**src/rtl/ps2_key_ctrl_pkg.sv**
```systemverilog
// Shared definitions for the PS/2 key-event controller: FSM states,
// prefix byte constants, the event record and a bad-byte helper.
package ps2_pkg;

  typedef enum logic [2:0] {
    IDLE    = 3'd0,
    EXT     = 3'd1,
    BRK     = 3'd2,
    EXT_BRK = 3'd3,
    SKIP    = 3'd4
  } state_t;

  localparam logic [7:0] PS2_EXT       = 8'hE0;
  localparam logic [7:0] PS2_BRK       = 8'hF0;
  localparam logic [7:0] PS2_PAUSE     = 8'hE1;
  localparam int         PS2_PAUSE_LEN = 7;

  // One queued key event; rpt marks a typematic repeat
  typedef struct packed {
    logic       rpt;
    logic       make;
    logic       ext;
    logic [7:0] code;
  } ps2_event_t;

  // 0x00 and 0xFF are keyboard error/overrun bytes, never valid codes
  function automatic logic is_bad_byte(input logic [7:0] b);
    return (b == 8'h00) || (b == 8'hFF);
  endfunction

endpackage

```
**src/rtl/ps2_event_fifo.sv**
```systemverilog
// Small synchronous show-ahead FIFO. Head word is visible on dout while
// not empty (0 when empty). A push is accepted when full only if a pop
// happens in the same cycle.
module ps2_event_fifo #(
  parameter int WIDTH = 11,
  parameter int DEPTH = 4
) (
  input  logic             clk,
  input  logic             srst,
  input  logic             push,
  input  logic [WIDTH-1:0] din,
  input  logic             pop,
  output logic [WIDTH-1:0] dout,
  output logic             full,
  output logic             empty
);

  localparam int AW = $clog2(DEPTH);

  logic [WIDTH-1:0] mem [DEPTH];
  logic [AW:0]      wr_ptr_reg;
  logic [AW:0]      rd_ptr_reg;
  logic             do_push;
  logic             do_pop;

  // Pointers carry one extra wrap bit to tell full from empty
  always_comb begin
    empty   = (wr_ptr_reg == rd_ptr_reg);
    full    = ((wr_ptr_reg ^ rd_ptr_reg) == {1'b1, {AW{1'b0}}});
    do_pop  = pop && !empty;
    do_push = push && (!full || do_pop);
    dout    = empty ? '0 : mem[rd_ptr_reg[AW-1:0]];
  end

  // Storage write; contents need no reset since empty gates the output
  always_ff @(posedge clk) begin
    if (do_push) begin
      mem[wr_ptr_reg[AW-1:0]] <= din;
    end
  end

  // Pointer update
  always_ff @(posedge clk) begin
    if (srst) begin
      wr_ptr_reg <= '0;
      rd_ptr_reg <= '0;
    end else begin
      if (do_push) wr_ptr_reg <= wr_ptr_reg + 1'b1;
      if (do_pop)  rd_ptr_reg <= rd_ptr_reg + 1'b1;
    end
  end

endmodule

```
**src/rtl/ps2_key_ctrl.sv**
```systemverilog
// PS/2 key-event controller: decodes E0/F0/E1 prefixes, tracks the held
// key, counts new presses and queues make/break events in a FIFO.
// Optional macro PS2_KEY_REPEAT_EN queues typematic repeats flagged with
// ev_repeat instead of dropping them.
module ps2_key_ctrl
  import ps2_pkg::*;
#(
  parameter int DEPTH = 4
) (
  input  logic       clk,
  input  logic       reset,
  input  logic       code_valid,
  input  logic [7:0] code,
  output logic       ev_valid,
  input  logic       ev_ready,
  output logic [7:0] ev_code,
  output logic       ev_ext,
  output logic       ev_make,
  output logic       ev_repeat,
  output logic       held,
  output logic [7:0] held_code,
  output logic       held_ext,
  output logic [7:0] press_cnt,
  output logic       overflow,
  output logic       err
);

`ifdef PS2_KEY_REPEAT_EN
  localparam int FW = 11;
`else
  localparam int FW = 10;
`endif

  state_t     state_reg, state_next;
  logic [2:0] skip_reg, skip_next;
  logic       dec_fire, dec_make, dec_ext, err_set;
  logic       key_match, new_press, push_req, pop;
  logic       fifo_full, fifo_empty;
  logic [FW-1:0] fifo_din, fifo_dout;
  ps2_event_t head_ev;

  logic       held_reg, held_ext_reg, overflow_reg, err_reg;
  logic [7:0] held_code_reg, press_cnt_reg;

  // Prefix decoder: next state and the decoded key event of this byte
  always_comb begin
    state_next = state_reg;
    skip_next  = skip_reg;
    dec_fire   = 1'b0;
    dec_make   = 1'b0;
    dec_ext    = 1'b0;
    err_set    = 1'b0;
    if (code_valid) begin
      case (state_reg)
        IDLE: begin
          if (code == PS2_EXT) begin
            state_next = EXT;
          end else if (code == PS2_BRK) begin
            state_next = BRK;
          end else if (code == PS2_PAUSE) begin
            state_next = SKIP;
            skip_next  = 3'(PS2_PAUSE_LEN);
          end else if (is_bad_byte(code)) begin
            err_set = 1'b1;
          end else begin
            dec_fire = 1'b1;
            dec_make = 1'b1;
          end
        end
        EXT: begin
          if (code == PS2_BRK) begin
            state_next = EXT_BRK;
          end else if (is_bad_byte(code)) begin
            err_set    = 1'b1;
            state_next = IDLE;
          end else begin
            dec_fire   = 1'b1;
            dec_make   = 1'b1;
            dec_ext    = 1'b1;
            state_next = IDLE;
          end
        end
        BRK: begin
          dec_fire   = 1'b1;
          state_next = IDLE;
        end
        EXT_BRK: begin
          dec_fire   = 1'b1;
          dec_ext    = 1'b1;
          state_next = IDLE;
        end
        SKIP: begin
          skip_next = skip_reg - 3'd1;
          if (skip_reg == 3'd1) state_next = IDLE;
        end
        default: state_next = IDLE;
      endcase
    end
  end

  // FSM and skip counter registers
  always_ff @(posedge clk) begin
    if (reset) begin
      state_reg <= IDLE;
      skip_reg  <= '0;
    end else begin
      state_reg <= state_next;
      skip_reg  <= skip_next;
    end
  end

  // Classify the decoded event against the held key and form the FIFO word
  always_comb begin
    key_match = held_reg && (code == held_code_reg) && (dec_ext == held_ext_reg);
    new_press = dec_fire && dec_make && !key_match;
`ifdef PS2_KEY_REPEAT_EN
    push_req  = dec_fire;
    fifo_din  = {dec_make && key_match, dec_make, dec_ext, code};
    head_ev   = fifo_dout;
`else
    push_req  = dec_fire && (!dec_make || new_press);
    fifo_din  = {dec_make, dec_ext, code};
    head_ev   = {1'b0, fifo_dout};
`endif
    pop       = !fifo_empty && ev_ready;
  end

  ps2_event_fifo #(
    .WIDTH (FW),
    .DEPTH (DEPTH)
  ) u_fifo (
    .clk   (clk),
    .srst  (reset),
    .push  (push_req),
    .din   (fifo_din),
    .pop   (pop),
    .dout  (fifo_dout),
    .full  (fifo_full),
    .empty (fifo_empty)
  );

  // Held key, press counter and sticky flags
  always_ff @(posedge clk) begin
    if (reset) begin
      held_reg      <= 1'b0;
      held_code_reg <= '0;
      held_ext_reg  <= 1'b0;
      press_cnt_reg <= '0;
      overflow_reg  <= 1'b0;
      err_reg       <= 1'b0;
    end else begin
      if (new_press) begin
        held_reg      <= 1'b1;
        held_code_reg <= code;
        held_ext_reg  <= dec_ext;
        press_cnt_reg <= press_cnt_reg + 8'd1;
      end else if (dec_fire && !dec_make && key_match) begin
        held_reg <= 1'b0;
      end
      if (push_req && fifo_full && !pop) overflow_reg <= 1'b1;
      if (err_set) err_reg <= 1'b1;
    end
  end

  assign ev_valid  = !fifo_empty;
  assign ev_code   = head_ev.code;
  assign ev_ext    = head_ev.ext;
  assign ev_make   = head_ev.make;
  assign ev_repeat = head_ev.rpt;
  assign held      = held_reg;
  assign held_code = held_code_reg;
  assign held_ext  = held_ext_reg;
  assign press_cnt = press_cnt_reg;
  assign overflow  = overflow_reg;
  assign err       = err_reg;

endmodule

```
**config.mk**
```make
export PLATFORM = sky130hd
export DESIGN_NAME = ps2_key_ctrl
export DESIGN_NICKNAME = d
export VERILOG_FILES = /design/src/rtl/ps2_key_ctrl_pkg.sv /design/src/rtl/ps2_event_fifo.sv /design/src/rtl/ps2_key_ctrl.sv
export SDC_FILE = /design/constraint.sdc
export NUM_CORES = 1
export LEC_CHECK = 0
export ABC_AREA = 1
export BUFFER_PORTS_ARGS = -buffer_cell sky130_fd_sc_hd__buf_4
export CAP_MARGIN = 30
export CORE_ASPECT_RATIO = 0.6
export CORE_MARGIN = 2
export CORE_UTILIZATION = 40
export CTS_BUF_LIST = sky130_fd_sc_hd__clkbuf_4 sky130_fd_sc_hd__clkbuf_8 sky130_fd_sc_hd__clkbuf_16
export DETAILED_ROUTE_END_ITERATION = 10
export HOLD_SLACK_MARGIN = 0.06
export PLACE_DENSITY = 0.69
export SYNTH_ARGS = -nofsm -noshare
export SYNTH_HDL_FRONTEND = slang
export SYNTH_SLANG_ARGS = --single-unit
```
**constraint.sdc**
```tcl
create_clock -name clk -period 4.3 [get_ports clk]
set_input_delay 0.43 -clock clk [delete_from_list [all_inputs] [get_ports clk]]
set_output_delay 0.43 -clock clk [all_outputs]
set_load 0.05 [all_outputs]
```
==> results.py <==
metrics = {
    "timing": {
        "worst_clock_skew_ps": 5.22,
        "slew_viol_final": 0,
        "final_period_util_pct": 63.2,
        "tightestPinTransition_ps": 981,
        "fmaxAchievable_ghz": 0.368,
        "period_minus_slack_ps": 2720,
        "final-setup-viol-count": 0,
        "setup_total_negative_slack_ps": 0,
        "timing.max_slew.rel_slack_pct": 34.3,
        "final-hold-violation-count": 0,
        "setup_repair_after_global_routing_missed_its_margin": "false",
    },
    "drt": {
        "final_wl_mm": 7.78,
        "detail_route.vias_per_cell": 4.89,
        "post_drt_wl_per_cell_um": 14.1,
        "drc": 0,
        "ant_nets": 0,
        "detail_route.first_pass.iterations": 5,
        "drt_iter0_drc": 270,
        "vias_after_detailed_routing": 2702,
    },
    "layout": {
        "ff_latch_area_sq_um": 1880,
        "largest_register_ffs": 40,
        "antennaDiodeCount": 0,
        "num-nets-final": 456,
        "fillerInstances": 816,
        "final_core_util_pct": 49.7,
        "final_layout_size_suffix_gt1_share_pct": 23.0,
        "syn_to_final_growth_pct": 19.6,
        "final-instance-count-excl-fill": 552,
        "multi_input_area_sq_um": 1430,
    },
    "synthesis": {
        "synth_sequential_area_ratio_pct": 52.7,
        "yosys-top-cells-area": "sky130_fd_sc_hd__edfxtp_1 (34%), sky130_fd_sc_hd__dfxtp_1 (19%), sky130_fd_sc_hd__nor2_1 (8.5%)",
        "yosys.cell_count.top_type": "sky130_fd_sc_hd__nor2_1",
        "netlist_area_sq_um": 3570,
        "synth_top_area_share_pct": 33.6,
        "number_of_flops_mapped_to_enable_cells_by_yosys": 40,
        "synth.largest_area_cell": "sky130_fd_sc_hd__edfxtp_1",
        "postSynth.topFlopCell": "sky130_fd_sc_hd__edfxtp_1",
        "synth_area_per_cell_sq_um": 9.06,
        "post_synth_num_cell_types": 36,
        "syn_nets": 414,
        "synthTopCellsByCount": "sky130_fd_sc_hd__nor2_1 (81), sky130_fd_sc_hd__nand2_1 (48), sky130_fd_sc_hd__edfxtp_1 (40), sky130_fd_sc_hd__inv_1 (40), sky130_fd_sc_hd__dfxtp_1 (34)",
        "synthesis.instances": 394,
        "synth-warning-count": 0,
        "ys_seq_elements": 74,
        "synth_async_sr_flop_share_pct": 0,
    },
    "clock_tree": {
        "cts_tree": "done",
        "cts-hold-fix-buffers": 0,
        "ctsRootBufferMaster": "sky130_fd_sc_hd__clkbuf_16",
        "worst_setup_hold_path_clk_slew_ps": 60,
        "ctsLongestPathBuffers": 2,
        "postCtsResizedCells": 0,
        "post-cts-setup-buffers": 0,
        "cts_buffers": 9,
        "worstSkewPairLatency_ps": 340,
        "cts_sinks": 74,
        "cts_max_level": 3,
    },
    "placement": {
        "placer_congestion_estimate": 0.868,
        "dpl.cell_count": 537,
        "detailedPlacementHpwl_mm": 5.58,
        "io_buffers": 42,
    },
    "floorplan": {
        "start_util_pct": 41.6,
        "placementRows": 26,
        "boundary_pins": 44,
        "placeable_core_area_sq_um": 8590,
        "dieWidth_um": 126,
        "dieArea_sq_um": 9720,
        "floorplan.die.height_um": 77.2,
    },
    "grt": {
        "grt_pass1_vias": 2408,
        "pin_count_of_the_biggest_net_entering_global_routing": 22,
        "grt_antenna_before_repair": 0,
        "grt_pass1_wl_mm": 12.7,
        "grt_use_total_pct": 17.1,
        "grt-ovfl-total": 0,
    },
    "critical_path": {
        "cp-start-kind": "flop",
        "worstPathRequired_ps": 4260,
        "worstSetupPathType": "reg2reg",
        "critical_path.endpoint_type": "flop",
        "worst_ep_arrival_time_ps": 2680,
        "critPathMaxFanout": 12,
    },
    "pwr": {
        "vdd_drop_max_mv": 0.320,
        "pwr_density_cell_nw_per_um2": 596,
        "p_leak_nw": 1.77,
    },
    "run_status": {
        "status": "finished, final reports clean",
    },
    "hold_path": {
        "worstHoldPathType": "in2reg",
    },
    "run": {
        "max-cap-violations": 0,
    },
}
## kinds of logic after synthesis
logic type | after synthesis | share of synthesized area (%)
AOI/OAI and AO/OA | 61 | 11.2
xor gates and xnor gates | 12 | 2.94
adders and majority gates | 8 | 2.80
buffers and inverters | 59 | 7.15
DFF | 74 | 52.7
other | 1 | 0.105
and+or+nand+nor | 179 | 23.1
## report_power, final
part           switching (mW)  internal (mW)  leakage [nW]  total, mW
Combinational           0.622          0.248         0.974      0.870
Sequential             0.0606          0.827         0.646      0.888
Clock                   0.284          0.501         0.151      0.785
## per-layer routing
metal	up-vias	wire length, um	global-route usage, %
met5	-	0	0
met4	0	63	4.29
met3	10	604	6.98
met2	83	3100	23.1
met1	1219	4000	25.2
li1	1390	-	-
## through the flow
stage	power, mW	setup slack, ps	instance area [sq um]	hold slack (ps)
final	2.54	1580	4270	338
after global routing	2.66	1290	4270	336
after CTS	2.56	1510	4270	326
after detailed placement	1.78	1410	3960	466
after global placement	1.77	1410	3950	456
after floorplan	1.54	2090	3570	431
## critical path, stage by stage, from the launching register on
cell                      delay, ps
sky130_fd_sc_hd__dfxtp_1        380
sky130_fd_sc_hd__xor2_1         150
sky130_fd_sc_hd__inv_1           60
sky130_fd_sc_hd__nand3_1        400
sky130_fd_sc_hd__nand2_1        230
sky130_fd_sc_hd__nand2_1        150
sky130_fd_sc_hd__nand3_2        170
sky130_fd_sc_hd__nor2_1         790
## final cells by class
| class | instances | area share [%] |
|---|---|---|
| Tap cell | 112 | 3.28 |
| Sequential cell | 74 | 44.1 |
| Clock inverter | 6 | 1.93 |
| Clock buffer | 9 | 5.28 |
| Multi-Input combinational cell | 261 | 33.6 |
| Timing Repair Buffer | 44 | 7.74 |
| Inverter | 46 | 4.10 |
## placed cells by master (no fill, tap or decap), types with 2 or more instances in the layout
master                       n
sky130_fd_sc_hd__nor2_1     81
sky130_fd_sc_hd__nand2_1    48
sky130_fd_sc_hd__buf_4      44
sky130_fd_sc_hd__inv_1      40
sky130_fd_sc_hd__edfxtp_1   40
sky130_fd_sc_hd__dfxtp_1    34
sky130_fd_sc_hd__o21ai_0    26
sky130_fd_sc_hd__nand2_2    12
sky130_fd_sc_hd__nand3_1    11
sky130_fd_sc_hd__o32ai_1    10
sky130_fd_sc_hd__a21oi_1     9
sky130_fd_sc_hd__clkbuf_16   9
sky130_fd_sc_hd__a21oi_2     8
sky130_fd_sc_hd__ha_1        8
sky130_fd_sc_hd__xnor2_1     7
sky130_fd_sc_hd__nand4_1     7
sky130_fd_sc_hd__inv_2       5
sky130_fd_sc_hd__xor2_1      5
sky130_fd_sc_hd__nor2_4      4
sky130_fd_sc_hd__nor2_2      4
sky130_fd_sc_hd__nand3_2     3
sky130_fd_sc_hd__clkinv_2    3
sky130_fd_sc_hd__nand2_4     2
sky130_fd_sc_hd__nor3_1      2
sky130_fd_sc_hd__nor4_1      2
sky130_fd_sc_hd__a221oi_1    2
sky130_fd_sc_hd__o21ai_1     2
sky130_fd_sc_hd__a211oi_1    2
sky130_fd_sc_hd__bufinv_16   2
## path summary, 6_finish.rpt
| kind | slack [ps] | from | cells after the start | end |
|---|---|---|---|---|
| min | 340 | code[1] | 1 | u_fifo.mem[1][1]$_DFFE_PP_ |
| max reg2reg | 1580 | u_fifo.wr_ptr_reg[2]$_SDFFE_PP0P_ | 7 | u_fifo.mem[1][2]$_DFFE_PP_ |
| max | 1580 | u_fifo.wr_ptr_reg[2]$_SDFFE_PP0P_ | 7 | u_fifo.mem[1][2]$_DFFE_PP_ |
| min reg2reg | 470 | skip_reg[0]$_SDFFE_PP0P_ | 1 | skip_reg[0]$_SDFFE_PP0P_ |
Power figures use the tool's default switching activity.
